### src/rtl/fifo_wr_arbiter.sv
// Round-robin arbiter sharing one FIFO write port among N_REQ valid/ready producers.
// A grant lasts up to BURST words, or until its producer drops valid; full blocks writes combinationally.
module fifo_wr_arbiter #(
    parameter int N_REQ  = 4,
    parameter int DATA_W = 16,
    parameter int BURST  = 4
) (
    input  logic                        clk,
    input  logic                        rst_n,
    input  logic [N_REQ-1:0]            req_valid,
    input  logic [N_REQ*DATA_W-1:0]     req_data,
    output logic [N_REQ-1:0]            req_ready,
    input  logic                        full,
    output logic                        w_en,
    output logic [DATA_W-1:0]           data_in,
    output logic [$clog2(N_REQ)-1:0]    gnt_id,
    output logic                        busy
);

    localparam int ID_W = $clog2(N_REQ);

    typedef enum logic {
        IDLE,
        GRANT
    } state_t;

    state_t            state_reg, state_next;
    logic [ID_W-1:0]   gnt_id_reg, gnt_id_next;
    logic [ID_W-1:0]   rr_ptr_reg, rr_ptr_next;
    logic [3:0]        burst_cnt_reg, burst_cnt_next;

    logic [DATA_W-1:0] req_word [N_REQ];
    logic [ID_W-1:0]   rr_sel;
    logic              rr_found;
    logic [ID_W:0]     rr_cand;
    logic [ID_W-1:0]   gnt_succ;
    logic              granted_valid;
    logic              xfer;
    logic              last_word;

    generate
        for (genvar gi = 0; gi < N_REQ; gi++) begin : g_req
            assign req_word[gi]  = req_data[gi*DATA_W +: DATA_W];
            assign req_ready[gi] = (state_reg == GRANT) && (gnt_id_reg == ID_W'(gi)) && !full;
        end
    endgenerate

    // No register between full and w_en, so a full FIFO can never be written.
    assign granted_valid = req_valid[gnt_id_reg];
    assign xfer          = (state_reg == GRANT) && granted_valid && !full;
    assign w_en          = xfer;
    assign data_in       = xfer ? req_word[gnt_id_reg] : '0;
    assign last_word     = (burst_cnt_reg == 4'(BURST - 1));
    assign gnt_succ      = (gnt_id_reg == ID_W'(N_REQ - 1)) ? '0 : gnt_id_reg + ID_W'(1);
    assign gnt_id        = gnt_id_reg;
    assign busy          = (state_reg == GRANT);

    // Scan from the highest offset down so the nearest requester at or after rr_ptr wins.
    always_comb begin
        rr_sel   = '0;
        rr_found = 1'b0;
        rr_cand  = '0;
        for (int k = N_REQ - 1; k >= 0; k--) begin
            rr_cand = {1'b0, rr_ptr_reg} + (ID_W+1)'(k);
            if (rr_cand >= (ID_W+1)'(N_REQ)) begin
                rr_cand = rr_cand - (ID_W+1)'(N_REQ);
            end
            if (req_valid[rr_cand[ID_W-1:0]]) begin
                rr_sel   = rr_cand[ID_W-1:0];
                rr_found = 1'b1;
            end
        end
    end

    always_comb begin
        state_next     = state_reg;
        gnt_id_next    = gnt_id_reg;
        rr_ptr_next    = rr_ptr_reg;
        burst_cnt_next = burst_cnt_reg;
        case (state_reg)
            IDLE: begin
                if (rr_found) begin
                    state_next     = GRANT;
                    gnt_id_next    = rr_sel;
                    burst_cnt_next = '0;
                end
            end
            GRANT: begin
                // A drained producer releases even while the FIFO is full.
                if (!granted_valid) begin
                    state_next  = IDLE;
                    rr_ptr_next = gnt_succ;
                end else if (xfer) begin
                    burst_cnt_next = burst_cnt_reg + 4'd1;
                    if (last_word) begin
                        state_next  = IDLE;
                        rr_ptr_next = gnt_succ;
                    end
                end
            end
            default: state_next = IDLE;
        endcase
    end

    always_ff @(posedge clk or negedge rst_n) begin
        if (!rst_n) begin
            state_reg     <= IDLE;
            gnt_id_reg    <= '0;
            rr_ptr_reg    <= '0;
            burst_cnt_reg <= '0;
        end else begin
            state_reg     <= state_next;
            gnt_id_reg    <= gnt_id_next;
            rr_ptr_reg    <= rr_ptr_next;
            burst_cnt_reg <= burst_cnt_next;
        end
    end

endmodule

### config.mk
export PLATFORM = sky130hd
export DESIGN_NAME = fifo_wr_arbiter
export DESIGN_NICKNAME = d
export VERILOG_FILES = /design/src/rtl/fifo_wr_arbiter.sv
export SDC_FILE = /design/constraint.sdc
export NUM_CORES = 1
export LEC_CHECK = 0
export CAP_MARGIN = 10
export CORE_UTILIZATION = 33
export DETAILED_ROUTE_END_ITERATION = 8
export GPL_TIMING_DRIVEN = 0
export PLACE_DENSITY_LB_ADDON = 0.2
export SETUP_SLACK_MARGIN = 0.02
export SLEW_MARGIN = 40
export SYNTH_ARGS = -nofsm -noshare
export SYNTH_HDL_FRONTEND = slang
export SYNTH_SLANG_ARGS = --single-unit
### constraint.sdc
create_clock -name clk -period 2.4 [get_ports clk]
set_input_delay 0.48 -clock clk [delete_from_list [all_inputs] [get_ports clk]]
set_output_delay 0.48 -clock clk [all_outputs]
set_load 0.02 [all_outputs]
==> results.cfg, run 1 <==
[status]
outcome = completed

[detailed_routing]
dr_total_vias = 1288
wl_met2_um = 1967
ant_nets = 0
firstDrtPassIters = 4
wirelength_um = 4093
drtIter0Drc = 52
wl_per_cell_um = 15.68
top_layer = met4
via_per_inst = 4.935
remaining_drc_errors = 0
drt-met1-wl_um = 1713
met3_length_um = 349

[floorplan]
io_pins = 95
die_area_um2 = 3783
die_y_um = 61.51
initial_core_util_pct = 34.75
row_count = 21
die_x_um = 61.51
core_area_um2 = 3363

[placed_design]
io_buffer_count = 94
gp_congestion = 0.6915
dp_cells = 248
dp_slack_ps = -634.6
place_hpwl_um = 3356

[synth]
synthCells = 108
ys_async_sr_fraction_pct = 100.0
syn-num-nets = 184
yosys_warnings = 0
syn-cell-area_um2 = 1169
syn_area_per_cell_um2 = 10.82
synth.distinct_cells = 34
synth_top_flop_cell = dfrtp_1
synth_enable_flop_cells = 0
yosysSeqAreaShare_pct = 19.27
synth-seq-cells = 9

[clock_network]
clockBufferDepth = 2
root_buffer = clkbuf_4
h-tree-depth = 1
cts_tree = built
cts_buffers = 3
insertion_delay_ps = 260
cts_sinks = 9
clk_pin_slew_worst_paths_ps = 60

[cells_and_area]
fin_nets = 292
fillCellCount = 302
layoutNonFillerInstCount = 261
largest_reg_flops = 4
drive_gt1_share_pct = 27.91
antenna_cells = 0
syn2layout_area_growth_pct = 87.90

[grt]
antenna_found_initial = 0
grt_pass1_wl_um = 5685
grt_usage_pct = 20.78
grt_pass1_vias = 1213
grt.overflow.total = 0
grt_max_degree = 11

[worst_setup_path]
crit_start = gnt_id[0]
arrival_ps = 1840
worstSetupStartpointType = register
r2r_slack_ps = 590
criticalPathCategory = reg -> out
timing.rr.start = gnt_id[0]
crit_fanout = 5
required_ps = 1920
critPathCaptureType = primary output

[timing]
hold_slack_ps = 526.1
maxSlewHeadroom_pct = 71.04
drv_slew = 0
setup_viol = 0
grt_setup_unrepaired = false
hold_viol = 0
fmax_mhz = 430.7
finalClockSkew_ps = 6.599
tightest_slew_ps = 433.0
timing.final.crit_share_pct = 96.74
fin_crit_ps = 2322
layout_setup_ws_ps = 78.32

[pwr]
leakage_nw = 0.9491
ir_drop_mv = 0.4812
power_density_nw_per_um2 = 820.9
total_power_mw = 1.803

[run]
maxCapViolCount = 0

[min_path]
hold_path_class = in -> async
repair_timing:
| action | 4_1_cts | 5_1_grt |
|---|---|---|
| gates cloned | 1 | 0 |
| buffers inserted | 6 | 2 |
| gates resized for setup | 82 | 3 |
| hold buffers | 0 | 0 |
| pin swaps | 0 | 0 |
| endpoints found under the setup margin | 21 | 14 |
layer usage:
layer,vias to the layer above,global-route usage [%]
li1,621,-
met1,602,23.82
met2,57,39.02
met3,8,3.571
met4,0,6.349
met5,-,0
cell type report:
type / instances / area (um^2) / area share (%)
timing repair buffer: 103 / 915.9 / 41.71
multi-input combinational: 89 / 900.9 / 41.03
sequential: 9 / 226.5 / 10.31
tap: 46 / 57.56 / 2.621
buffer: 5 / 50.05 / 2.279
clock buffer: 4 / 26.28 / 1.197
inverter: 5 / 18.77 / 0.8547
per-stage QoR:
step / cell area [um^2] / util [%] / setup TNS, ps
2_1_floorplan: 1169 / - / 0
3_3_place_gp: 2167 / 64.43 / -9081
3_5_place_dp: 2167 / 64.43 / -9872
4_1_cts: 2172 / 64.58 / 0
5_1_grt: 2196 / 65.29 / 0
6_report: 2196 / 65.29 / 0
cells in the final DEF, fill, tap and decap left out, types with 2 or more instances in the layout:
master,instances
buf_4,11
inv_1,3
ha_1,5
clkbuf_4,3
o21ai_1,3
a21oi_1,3
nand2_1,6
dlygate4sd2_1,8
nand3_1,6
dfrtp_1,8
mux2_1,2
o21a_1,2
clkdlybuf4s50_1,69
mux4_2,16
nor2_1,4
buf_6,2
inv_2,2
buf_2,17
mux2i_1,2
nor2b_1,17
mux2_4,2
and2_1,5
Yosys cell counts (2+ instances only):
cell type	count	area share (%)
o21ai_1	3	1.3
nand2_1	6	1.9
inv_1	3	0.96
o21a_1	2	1.3
ha_1	5	5.4
inv_2	2	0.64
mux2_4	2	2.6
nor2_1	5	1.6
and2_1	5	2.7
mux2_1	2	1.9
a21oi_1	3	1.3
mux4_2	16	31
dfrtp_1	9	19
nand3_1	6	2.6
nor2b_1	17	9.1
buf_2	2	0.86
buf_6	2	1.9
mux2i_1	2	1.7
kinds of logic after synthesis:
| group | count (synthesis) | share of synthesized area [%] |
|---|---|---|
| XOR/XNOR | 1 | 0.7496 |
| adder cells (fa/ha/maj) | 5 | 5.353 |
| AO/OA/AOI/OAI | 14 | 8.672 |
| AND/OR/NAND/NOR | 46 | 22.70 |
| multiplexers | 23 | 38.22 |
| flip-flops | 9 | 19.27 |
| buffers and inverters | 10 | 5.032 |
path summary, 6_finish.rpt:
kind | endpoint | cells after the start
worst max register to register | rr_ptr_reg[0] | 6
min in group clk | rr_ptr_reg[0] | 1
worst min-delay path | burst_cnt_reg[3] | 1
worst min register to register | rr_ptr_reg[0] | 1
worst max-delay path | data_in[8] | 7
max in group asynchronous | gnt_id[0] | 1
worst max-delay path: stages, from the launching register on:
cell      delay, ps
dfrtp_2         430
buf_4           160
mux2_4          310
mux2i_4         160
nand2b_4        180
buf_4           140
nor2b_1          40
buf_2           150
report_power, final:
group          total, mW  internal [mW]  switching, mW  leakage [nW]
Combinational       1.38          0.769          0.612         0.822
Clock              0.115         0.0640         0.0511        0.0150
Sequential         0.307          0.220         0.0863         0.112
Total               1.80           1.05          0.750         0.949
Note: power is estimated with default switching activity, not from simulation.
==> inputs of run 2 (changes only) <==
CAP_MARGIN = 20   (was 10)
==> results of run 2 <==
Same layout as run 1: the final DEF is identical, and so are final timing and power.
